==> config.mk <==
export PLATFORM = sky130hd
export DESIGN_NAME = mem_port_arbiter
export DESIGN_NICKNAME = d
export VERILOG_FILES = /design/src/rtl/mem_arb_pkg.sv /design/src/rtl/mem_arb_timer.sv /design/src/rtl/mem_port_arbiter.sv
export SDC_FILE = /design/constraint.sdc
export NUM_CORES = 1
export LEC_CHECK = 0
export CAP_MARGIN = 30
export CORE_ASPECT_RATIO = 1.25
export CORE_MARGIN = 2
export CORE_UTILIZATION = 40
export CTS_CLUSTER_DIAMETER = 120
export DETAILED_ROUTE_END_ITERATION = 6
export HOLD_SLACK_MARGIN = 0.06
export PLACE_DENSITY = 0.77
export SLEW_MARGIN = 40
export SYNTH_ARGS = -nofsm -noshare
export SYNTH_HDL_FRONTEND = slang
export SYNTH_SLANG_ARGS = --single-unit
==> constraint.sdc <==
create_clock -name clk_i -period 1.4 [get_ports clk_i]
set_clock_uncertainty 0.05 [all_clocks]
set_input_delay 0.28 -clock clk_i [delete_from_list [all_inputs] [get_ports clk_i]]
set_output_delay 0.28 -clock clk_i [all_outputs]
set_load 0.01 [all_outputs]
==> src/rtl/mem_arb_pkg.sv <==
// mem_arb_pkg: shared encodings and defaults for the unified memory port arbiter
package mem_arb_pkg;
  localparam logic [1:0] S_IDLE  = 2'd0;
  localparam logic [1:0] S_ISSUE = 2'd1;
  localparam logic [1:0] S_RESP  = 2'd2;
  typedef enum logic {OWNER_INSTR = 1'b0, OWNER_DATA = 1'b1} owner_t;
  localparam int DEF_TIMEOUT_CYCLES = 255;
endpackage

==> src/rtl/mem_arb_timer.sv <==
// mem_arb_timer: ISSUE-cycle counter flagging the last cycle allowed before abort
module mem_arb_timer #(
  parameter int CNT_W = 8,
  parameter int LIMIT = 255
) (
  input  logic clk_i,
  input  logic rst_i,
  input  logic clr_i,
  input  logic en_i,
  output logic expired_o
);
  localparam logic [CNT_W-1:0] last = CNT_W'(LIMIT - 1);
  logic [CNT_W-1:0] cnt;
  always_ff @(posedge clk_i or negedge rst_i)
    if (!rst_i) cnt <= '0;
    else if (clr_i) cnt <= '0;
    else if (en_i) cnt <= cnt + CNT_W'(1);
  // cnt holds completed cycles, so the LIMIT-th ISSUE cycle is the one that expires
  assign expired_o = en_i && (cnt == last);
endmodule

==> src/rtl/mem_port_arbiter.sv <==
// mem_port_arbiter: shares one variable-latency memory port between fetch and data, data first
module mem_port_arbiter import mem_arb_pkg::*; #(
  parameter int ADDR_W         = 32,
  parameter int DATA_W         = 32,
  parameter int TIMEOUT_CYCLES = DEF_TIMEOUT_CYCLES,
  parameter int CNT_W          = 8
) (
  input  logic              clk_i,
  input  logic              rst_i,
  input  logic              if_req_i,
  input  logic [ADDR_W-1:0] if_addr_i,
  output logic              if_ready_o,
  output logic [DATA_W-1:0] if_rdata_o,
  input  logic              dm_req_i,
  input  logic              dm_we_i,
  input  logic [ADDR_W-1:0] dm_addr_i,
  input  logic [DATA_W-1:0] dm_wdata_i,
  output logic              dm_ready_o,
  output logic [DATA_W-1:0] dm_rdata_o,
  output logic              mem_req_o,
  output logic              mem_we_o,
  output logic [ADDR_W-1:0] mem_addr_o,
  output logic [DATA_W-1:0] mem_wdata_o,
  input  logic              mem_ack_i,
  input  logic [DATA_W-1:0] mem_rdata_i,
  output logic              stall_o,
  output logic              err_o
);
  logic [1:0] state;
  owner_t owner;
  logic expired;
  logic [DATA_W-1:0] done_data;
  mem_arb_timer #(.CNT_W(CNT_W), .LIMIT(TIMEOUT_CYCLES)) u_timer (
    .clk_i(clk_i),
    .rst_i(rst_i),
    .clr_i(state != S_ISSUE),
    .en_i(state == S_ISSUE),
    .expired_o(expired)
  );
  // writes and aborted transfers hand back zero
  assign done_data = (mem_ack_i && !mem_we_o) ? mem_rdata_i : '0;
  always_ff @(posedge clk_i or negedge rst_i)
    if (!rst_i) begin
      state       <= S_IDLE;
      owner       <= OWNER_INSTR;
      mem_req_o   <= 1'b0;
      mem_we_o    <= 1'b0;
      mem_addr_o  <= '0;
      mem_wdata_o <= '0;
      if_rdata_o  <= '0;
      dm_rdata_o  <= '0;
      err_o       <= 1'b0;
    end else begin
      case (state)
        S_IDLE:
          if (dm_req_i) begin
            state       <= S_ISSUE;
            owner       <= OWNER_DATA;
            mem_req_o   <= 1'b1;
            mem_we_o    <= dm_we_i;
            mem_addr_o  <= dm_addr_i;
            mem_wdata_o <= dm_wdata_i;
          end else if (if_req_i) begin
            state      <= S_ISSUE;
            owner      <= OWNER_INSTR;
            mem_req_o  <= 1'b1;
            mem_we_o   <= 1'b0;
            mem_addr_o <= if_addr_i;
          end
        S_ISSUE:
          if (mem_ack_i || expired) begin
            state     <= S_RESP;
            mem_req_o <= 1'b0;
            if (owner == OWNER_DATA) dm_rdata_o <= done_data;
            else if_rdata_o <= done_data;
            if (!mem_ack_i) err_o <= 1'b1;
          end
        default: state <= S_IDLE;
      endcase
    end
  assign if_ready_o = (state == S_RESP) && (owner == OWNER_INSTR);
  assign dm_ready_o = (state == S_RESP) && (owner == OWNER_DATA);
  assign stall_o    = (if_req_i && !if_ready_o) || (dm_req_i && !dm_ready_o);
endmodule

-- After elaboration in Yosys (flattened, before gate mapping)
Cells that the tools add are included.
W data, S select, Z words.
- register bits after elaboration: 142
- latch bits: 0
- bits in writable memories: 0
- memory bits (read-only): 0
- input port bits: 134
- output and inout port bits: 134
- logic and storage cells: 57
- memories kept: 0
- add/sub/neg operators: 1
- multiply operators: 0
- div/mod/pow operators: 0
- magnitude comparators: 0
- equality and inequality tests: 6
- shift-type cells: 0
- mux-type cells: 16
- bitwise gates (word level): 2
- reductions and logical operators: 22
- operators with widths (cell ; number):
    $mux W32 ; 3
    $mux W8 ; 2
    $reduce_and A3 Y1 ; 4
    $add A8 B1 Y8 const B ; 1
    $eq A8 B8 Y1 const B ; 1
    $logic_and A1 B1 Y1 ; 6
    $mux W1 ; 6
    $mux W2 ; 3
    $reduce_and A2 Y1 ; 3
    $reduce_bool A2 Y1 ; 3
    $pmux W2 S2 ; 1
    $logic_not A1 Y1 ; 3
    $ne A3 B3 Y1 const B ; 1
    $eq A2 B1 Y1 const B ; 1
    $eq A2 B2 Y1 const B ; 1
    $logic_not A2 Y1 ; 1
    $logic_or A1 B1 Y1 ; 2
    $ne A2 B1 Y1 const B ; 1
    $ne A2 B2 Y1 const B ; 1
    $not A1 Y1 ; 2
    $pmux W1 S2 ; 1

-- Logic depth before layout (Yosys ltp)
Gate-level depths: netlist of run 1.
- depth in word-level cells: 5
- gate-level depth with buffers: 7
- mapped depth without buffers: 5

-- Hierarchy
From an unflattened synthesis of run 1, not the netlist that was laid out.
- cells, all modules: 410
- area total of the unflattened synthesis: 6110.9 sq um
- modules (own cells, without submodules) (module ; times used ; cells each ; area each (sq um) ; seq. area each (sq um)):
    mem_port_arbiter ; 1 ; 369 ; 5699.2 ; 3353.2
    mem_arb_timer ; 1 ; 41 ; 411.6 ; 200.2

-- Worst setup path after synthesis of run 1
No wires, ideal clock.
- kind: register to register
- start point: register state[0]
- end point: register mem_addr_o[10]
- setup time: 125 ps
- arrival: 1351 ps
- data required time: 1225 ps
- slack: -126 ps
- cell stages (with the launch flop): 5
- buffers on the path: 1
- clock period less this slack: 1526 ps
- path through: dfrtp_1 -> nor2_1 -> a21boi_4 -> buf_6 -> mux2_2
- word-level cells in the longest chain between the ends: 2
- ends and longest elaborated chain (what ; RTL line ; RTL):
    start: declaration ; mem_port_arbiter.sv:29 ; logic [1:0] state;
    start signal: assignment ; mem_port_arbiter.sv:44 ; state <= S_IDLE;
    start signal: assignment ; mem_port_arbiter.sv:57 ; state <= S_ISSUE;
    start signal: assignment ; mem_port_arbiter.sv:64 ; state <= S_ISSUE;
    $logic_not A2 Y1 ; mem_port_arbiter.sv:54 ; case (state)
    $reduce_and A2 Y1 (no source line) ; - ;
    end signal: assignment ; mem_port_arbiter.sv:61 ; mem_addr_o <= dm_addr_i;
    end signal: assignment ; mem_port_arbiter.sv:68 ; mem_addr_o <= if_addr_i;
    end: declaration ; mem_port_arbiter.sv:22 ; output logic [ADDR_W-1:0] mem_addr_o,
No other way between the ends.
A chain may end at the register's enable or synchronous reset.

-- Worst setup path after layout of run 1
- start point: register state[0]
- end point: output port stall_o
- word-level cells in the longest chain between the ends: 5
- elaborated cells on any way between the ends: 8
- those cells by class: 1 x eq/ne; 7 x reduce/logical
- ends and longest elaborated chain (what ; RTL line ; RTL):
    $eq A2 B2 Y1 * ; mem_port_arbiter.sv:81, mem_port_arbiter.sv:82 ;
    $logic_and A1 B1 Y1 (on tied branches) ; mem_port_arbiter.sv:81, mem_port_arbiter.sv:82 ;
    $logic_not A1 Y1 ; mem_port_arbiter.sv:83 ; assign stall_o = (if_req_i && !if_ready_o) || (dm_req_i && !dm_ready_o);
    $logic_and A1 B1 Y1 ; mem_port_arbiter.sv:83 ;
    $logic_or A1 B1 Y1 * ; mem_port_arbiter.sv:83 ;
    end: declaration ; mem_port_arbiter.sv:26 ; output logic stall_o,
Mark *: on every way between the ends. The rest lies on a longest branch, timed or not.

==> flow_summary.yaml, run 1 <==
power:
  ir_worst_vdd_mv: 0.982
  p_sw_share_pct: 34.0
  p_per_area_nw_per_um2: 2180
  pwr-share-seq_pct: 30.3
  p_clk_share_pct: 20.9
  p_leak_nw: 4.83
  comb_power_share_pct: 48.8
  power.switching_mw: 8.17
  intPower_mw: 15.9
timing:
  period_needed_ns: 1.71
  clock.fmax_mhz: 585
  tightest_slew_ns: 0.289
  finalSetupViolCount: 132
  post-route-period-util_pct: 122
  rsz0062_at_grt: "yes"
  finalHoldViolCount: 0
  slew_headroom_pct: 80.8
  timing.final.ws_setup_ns: -0.309
  drv_slew: 0
final_layout:
  diodes: 0
  nets: 1029
  drive_above_1_share_pct: 39.7
  fin_util_pct: 65.3
  area_delta_synth_final_pct: 60.4
  fin_area_um2: 11000
die:
  dieArea_um2: 18200
  coreArea_um2: 16800
  start_util_pct: 40.7
  die-width_um: 121
  rows: 53
  ios: 268
  die_y_um: 150
drt:
  drc: 0
  antenna_left: 0
  drt_iter0_drc: 345
  routedWlPerCell_um: 18.7
  vias_per_cell: 5.05
  drt_wl_total_um: 21100
  vias: 5683
  first_pass_iters: 4
hold_path:
  hp-class: "in -> async"
yosys:
  ys_ff_latch: 142
  synthDistinctLibCells: 33
  avgSynthCellArea_um2: 12.4
  yosysWarnings: 0
  synth_fp_nets: 689
  synth_area_um2: 6860
  ys_seq_area_share_pct: 51.8
  syn_inst: 553
global_routing:
  antenna_found_initial: 0
  grt_pass1_wl_um: 32500
  grt_max_degree: 55
  overflow: 0
  grt_pass1_vias: 6161
  grtUsageTotal_pct: 23.0
status:
  violations: "negative setup slack"
  outcome: "finished with violations"
critical_path:
  reg2reg_slack_ns: -0.28
  crit_type: "reg -> out"
  startpoint: "state[0]"
  reg2reg_from: "state[1]"
  crit_fanout: 3
  worst_ep_arrival_time_ns: 1.38
  start_kind: "flop"
  rr_endpoint: "mem_addr_o[23]"
  critPathCaptureType: "output port"
  r2r.worst_path.cells: 6
  required_ns: 1.07
  worstSetupEndpoint: "stall_o"
placement:
  hpwl_um: 13500
  placed_cell_area_um2: 10000
  portBuffers: 267
  dp_slack_ns: -0.629
  gp_congestion: 0.767
cts:
  cts_buffer_depth: 2
  clockRootBuffer: "clkbuf_16"
  cts_tree: "built"
  worst_skew_pair.late_latency_ns: 0.41
  cts_buffers: 17
  clk_pin_slew_ns: 0.06
  cts.sinks: 142
  h-tree-depth: 4
run:
  maxCapViolCount: 0
[metal layers]
layer / vias up / track usage (%) / part of all wire, %
met4: 0 / 7.41 / 1.9
met5: - / 0 / 0
met2: 218 / 39.4 / 51
met1: 2813 / 27.6 / 40
met3: 28 / 7.27 / 7.0
li1: 2624 / - / -
[power groups by stage]
stage	registers (mW)	logic (mW)	clock network, mW
2_1_floorplan	8.17	4.42	0
4_1_cts	7.29	12.1	5.10
3_5_place_dp	7.44	10.8	0
5_1_grt	7.52	12.6	5.29
3_3_place_gp	7.30	10.6	0
6_report	7.29	11.7	5.01
[through the flow]
stage / total power, mW / instances / setup TNS, ns / hold WS (ns)
finish: 24.0 / 1126 / -23.37 / 0.257
global route: 25.4 / 1126 / -31.40 / 0.264
CTS: 24.4 / 1113 / -26.03 / 0.241
detailed placement: 18.3 / 1031 / -50.44 / 0.122
global placement: 17.9 / 1031 / -46.41 / 0.118
floorplan: 12.6 / 553 / -3.72 / -0.0656
[layout by cell type (no fill, tap or decap), types with 3 or more instances in the layout]
master,instances
clkdlybuf4s15_1,16
buf_6,14
clkdlybuf4s15_2,19
dfrtp_1,140
buf_12,16
buf_2,37
buf_4,59
mux2i_1,59
bufinv_16,5
inv_1,3
nand3_1,3
mux2i_2,4
clkdlybuf4s50_1,130
nand2b_1,65
clkbuf_16,20
and3b_1,32
mux2_4,35
o21ai_1,65
o21ai_0,3
nand2_1,4
nor2_1,6
clkinvlp_4,4
mux2_2,59
clkbuf_2,63
[worst min-delay path by stage]
stage,start,end,slack [ns]
3_5_place_dp,rst_i,dm_rdata_o[28],0.12
5_1_grt,rst_i,if_rdata_o[29],0.26
3_3_place_gp,rst_i,dm_rdata_o[28],0.12
4_1_cts,rst_i,dm_rdata_o[28],0.24
6_report,rst_i,if_rdata_o[29],0.26
2_1_floorplan,rst_i,dm_rdata_o[0],-0.07
[worst max-delay path: stages, from the launching register on]
cell and delay, ns:
dfrtp_2 0.42, nor3b_2 0.28, o22ai_2 0.12, buf_2 0.15
[registers in the layout, indices dropped and copies added (netlist names)]
| name | flops |
|---|---|
| dm_rdata_o | 32 |
| err_o | 1 |
| if_rdata_o | 32 |
| mem_addr_o | 32 |
| mem_req_o | 1 |
| mem_wdata_o | 32 |
| mem_we_o | 1 |
| owner | 1 |
| state | 2 |
| u_timer.cnt | 8 |
[Yosys cell counts]
master	instances	area, um^2
nand4_1	1	6.26
a21oi_1	3	15.0
o22ai_1	1	6.26
buf_4	4	30.0
nor2b_1	1	6.26
nand2_1	4	15.0
mux2_1	9	101
buf_6	12	135
clkbuf_2	1	5.00
a21o_1	2	15.0
o31ai_1	1	7.51
xor2_1	2	17.5
a22o_1	1	8.76
mux2i_1	64	641
dfrtp_1	142	3550
nor3_4	1	16.3
o21ai_0	68	340
buf_2	3	15.0
or3_1	3	18.8
o21a_1	1	7.51
a21boi_4	1	18.8
o311ai_0	1	8.76
xnor2_1	1	8.76
nor3b_1	2	15.0
clkbuf_1	20	75.1
inv_1	3	11.3
and3b_1	34	298
inv_2	1	3.75
nand3_1	4	20.0
mux2_2	87	980
nor2_1	8	30.0
nand2b_1	65	407
ha_1	2	25.0
[timing repair]
action                                 in CTS  in global routing
resized for setup                         414                129
setup endpoints to repair                 266                240
pin swaps                                   0                  2
endpoints found under the hold margin     142                  0
buffers inserted                           41                 17
cloned                                      8                  3
hold buffers                                1                  0
[kinds of logic after synthesis]
group,count (synthesis),synth area share (%)
adder cells (fa/ha/maj),2,0.365
AO/OA/AOI/OAI,79,6.24
XOR/XNOR,3,0.383
buffers and inverters,44,4.01
multiplexers,160,25.1
AND/OR/NAND/NOR,123,12.1
flip-flops,142,51.8
[final cells by class]
| class | instances | area, um^2 |
|---|---|---|
| sequential | 142 | 3560 |
| clock buffer | 19 | 443 |
| fill | 1300 | 5840 |
| multi-input combinational | 367 | 3270 |
| tap | 220 | 275 |
| timing repair buffer | 361 | 3230 |
| clock inverter | 13 | 211 |
| inverter | 4 | 17.5 |
(Power assumes the default switching activity.)
==> inputs of run 2 (changes only) <==
Settings changed: CORE_UTILIZATION 40 to 35, CTS_CLUSTER_DIAMETER 120 to 50, PLACE_DENSITY 0.77 to 0.69.
==> run 2 against run 1 <==
Count of clock-buffer cells in the layout shrank 1. Cell area grew 2.6%. Sequential cell count is the same. Maximum frequency grew 0.69%. Die area grew 14%. The flow still finishes with violations (negative setup slack). Non-clock buffer count grew 20. Via count shrank 0.76%. Wire length shrank 1.7%.
==> flow_summary.yaml, run 2 (synthesis results as in run 1) <==
status:
  outcome: "finished with violations"
  violations: "negative setup slack"
power:
  p_per_area_nw_per_um2: 2160
  p_leak_nw: 5.03
  ir_worst_vdd_mv: 1.06
critical_path:
  crit_fanout: 7
  reg2reg_from: "state[0]"
  worst_ep_arrival_time_ns: 1.95
  rr_endpoint: "mem_addr_o[9]"
  reg2reg_slack_ns: -0.30
  worstSetupEndpoint: "mem_addr_o[9]"
  critPathCaptureType: "flop"
  startpoint: "state[0]"
  required_ns: 1.65
  start_kind: "flop"
  crit_type: "reg -> reg"
  r2r.worst_path.cells: 6
placement:
  gp_congestion: 0.720
  portBuffers: 267
  placedCellCount: 1086
  hpwl_um: 12800
timing:
  clock.fmax_mhz: 589
  drv_slew: 0
  post-route-period-util_pct: 121
  slew_headroom_pct: 78.3
  fin_tns_setup_ns: -21.29
  timing.final.ws_setup_ns: -0.297
  rsz0062_at_grt: "yes"
  tightest_slew_ns: 0.326
  period_needed_ns: 1.70
  finalSetupViolCount: 132
  finalHoldViolCount: 0
final_layout:
  final_cell_count_no_fill: 1190
  fill_cells: 1664
  nets: 1049
  drive_above_1_share_pct: 41.7
  diodes: 0
  final_common_cell: "dfrtp_1"
  area_delta_synth_final_pct: 64.6
  most-common-layout-cells: "140 x dfrtp_1, 131 x clkdlybuf4s50_1, 67 x buf_4"
die:
  dieArea_um2: 20700
  ios: 268
  die-width_um: 129
  die_y_um: 161
  coreArea_um2: 19300
  start_util_pct: 35.5
  rows: 57
global_routing:
  grtUsageTotal_pct: 19.6
  grt_pass1_vias: 5921
  antenna_found_initial: 0
  grt_pass1_wl_um: 31800
  grt_max_degree: 56
  overflow: 0
cts:
  cts.sinks: 142
  worst_skew_pair.late_latency_ns: 0.41
  cts_buffer_depth: 2
  clk_pin_slew_ns: 0.07
  cts_buffers: 17
  cts_tree: "built"
  h-tree-depth: 4
  clockRootBuffer: "clkbuf_16"
drt:
  routedWlPerCell_um: 17.4
  drc: 0
  vias_per_cell: 4.74
  vias: 5640
  drt_wl_total_um: 20700
  first_pass_iters: 4
  antenna_left: 0
  drt_iter0_drc: 200
run:
  maxCapViolCount: 0
hold_path:
  hp-class: "in -> async"
==> run 2: changes by cell type in the layout (fill, tap and decap cells not counted), sizes merged <==
cell	before	now
clkdlybuf4s50	130	131
dlygate4sd2	1	0
clkinvlp	4	2
clkbuf	85	79
buf	128	176
bufinv	5	4
clkdlybuf4s15	35	12
clkinv	2	5
==> run 2: report_power, final <==
group          internal (mW)  switching (mW)  leakage, nW
sequential              6.05            1.16         1.56
clock                   2.99            1.86        0.297
combinational           7.23            5.13         3.17
total                   16.3            8.15         5.03
==> run 2: what timing repair did <==
item / in CTS / in global routing
pin swaps: 2 / 3
buffers inserted: 50 / 19
endpoints found under the hold margin: 142 / 0
resized for setup: 454 / 160
hold buffers: 1 / 0
gates cloned: 9 / 5
endpoints found under the setup margin: 263 / 235
==> run 2: layout make-up <==
cell class	count	area, um^2	share of cell area [%]
multi-input combinational	367	3340	29.6
timing repair buffer	381	3430	30.4
clock inverter	13	189	1.67
inverter	4	17.5	0.155
clock buffer	18	429	3.80
tap	265	332	2.94
sequential	142	3560	31.5
==> run 2: per-stage QoR <==
stage               hold WS (ns)  setup slack (ns)  util, %  cell area (um^2)  power [mW]
floorplan                -0.0656           -0.0836        -              6980        12.6
global placement           0.122            -0.580     52.7             10200        18.2
detailed placement         0.120            -0.600     52.7             10200        18.4
CTS                        0.232            -0.286     59.5             11500        24.7
global route               0.248            -0.353     58.4             11300        25.9
finish                     0.247            -0.297     58.4             11300        24.4
==> run 2: worst min path at each step <==
| stage | to | start | slack [ns] |
|---|---|---|---|
| 6_report | if_rdata_o[26] | rst_i | 0.25 |
| 5_1_grt | if_rdata_o[28] | rst_i | 0.25 |
| 4_1_cts | if_rdata_o[26] | rst_i | 0.23 |
| 3_5_place_dp | if_rdata_o[26] | rst_i | 0.12 |
| 3_3_place_gp | if_rdata_o[26] | rst_i | 0.12 |
| 2_1_floorplan | dm_rdata_o[0] | rst_i | -0.07 |
==> run 2: layer usage <==
layer | wire (um) | share of wire [%] | global-route usage (%) | vias to the layer above
met5 | 7 | 0.034 | 0 | -
met4 | 350 | 1.7 | 5.48 | 2
met3 | 1500 | 7.3 | 6.30 | 28
met2 | 10100 | 49 | 32.4 | 204
met1 | 8790 | 42 | 24.6 | 2750
li1 | - | - | - | 2656
==> run 2: critical path, cell delays in order (launching register included) <==
cell and delay [ns]:
dfrtp_2 0.44, buf_6 0.14, nor2_4 0.10, a21boi_4 0.23, buf_6 0.16, clkbuf_16 0.16
mux2_4 0.30
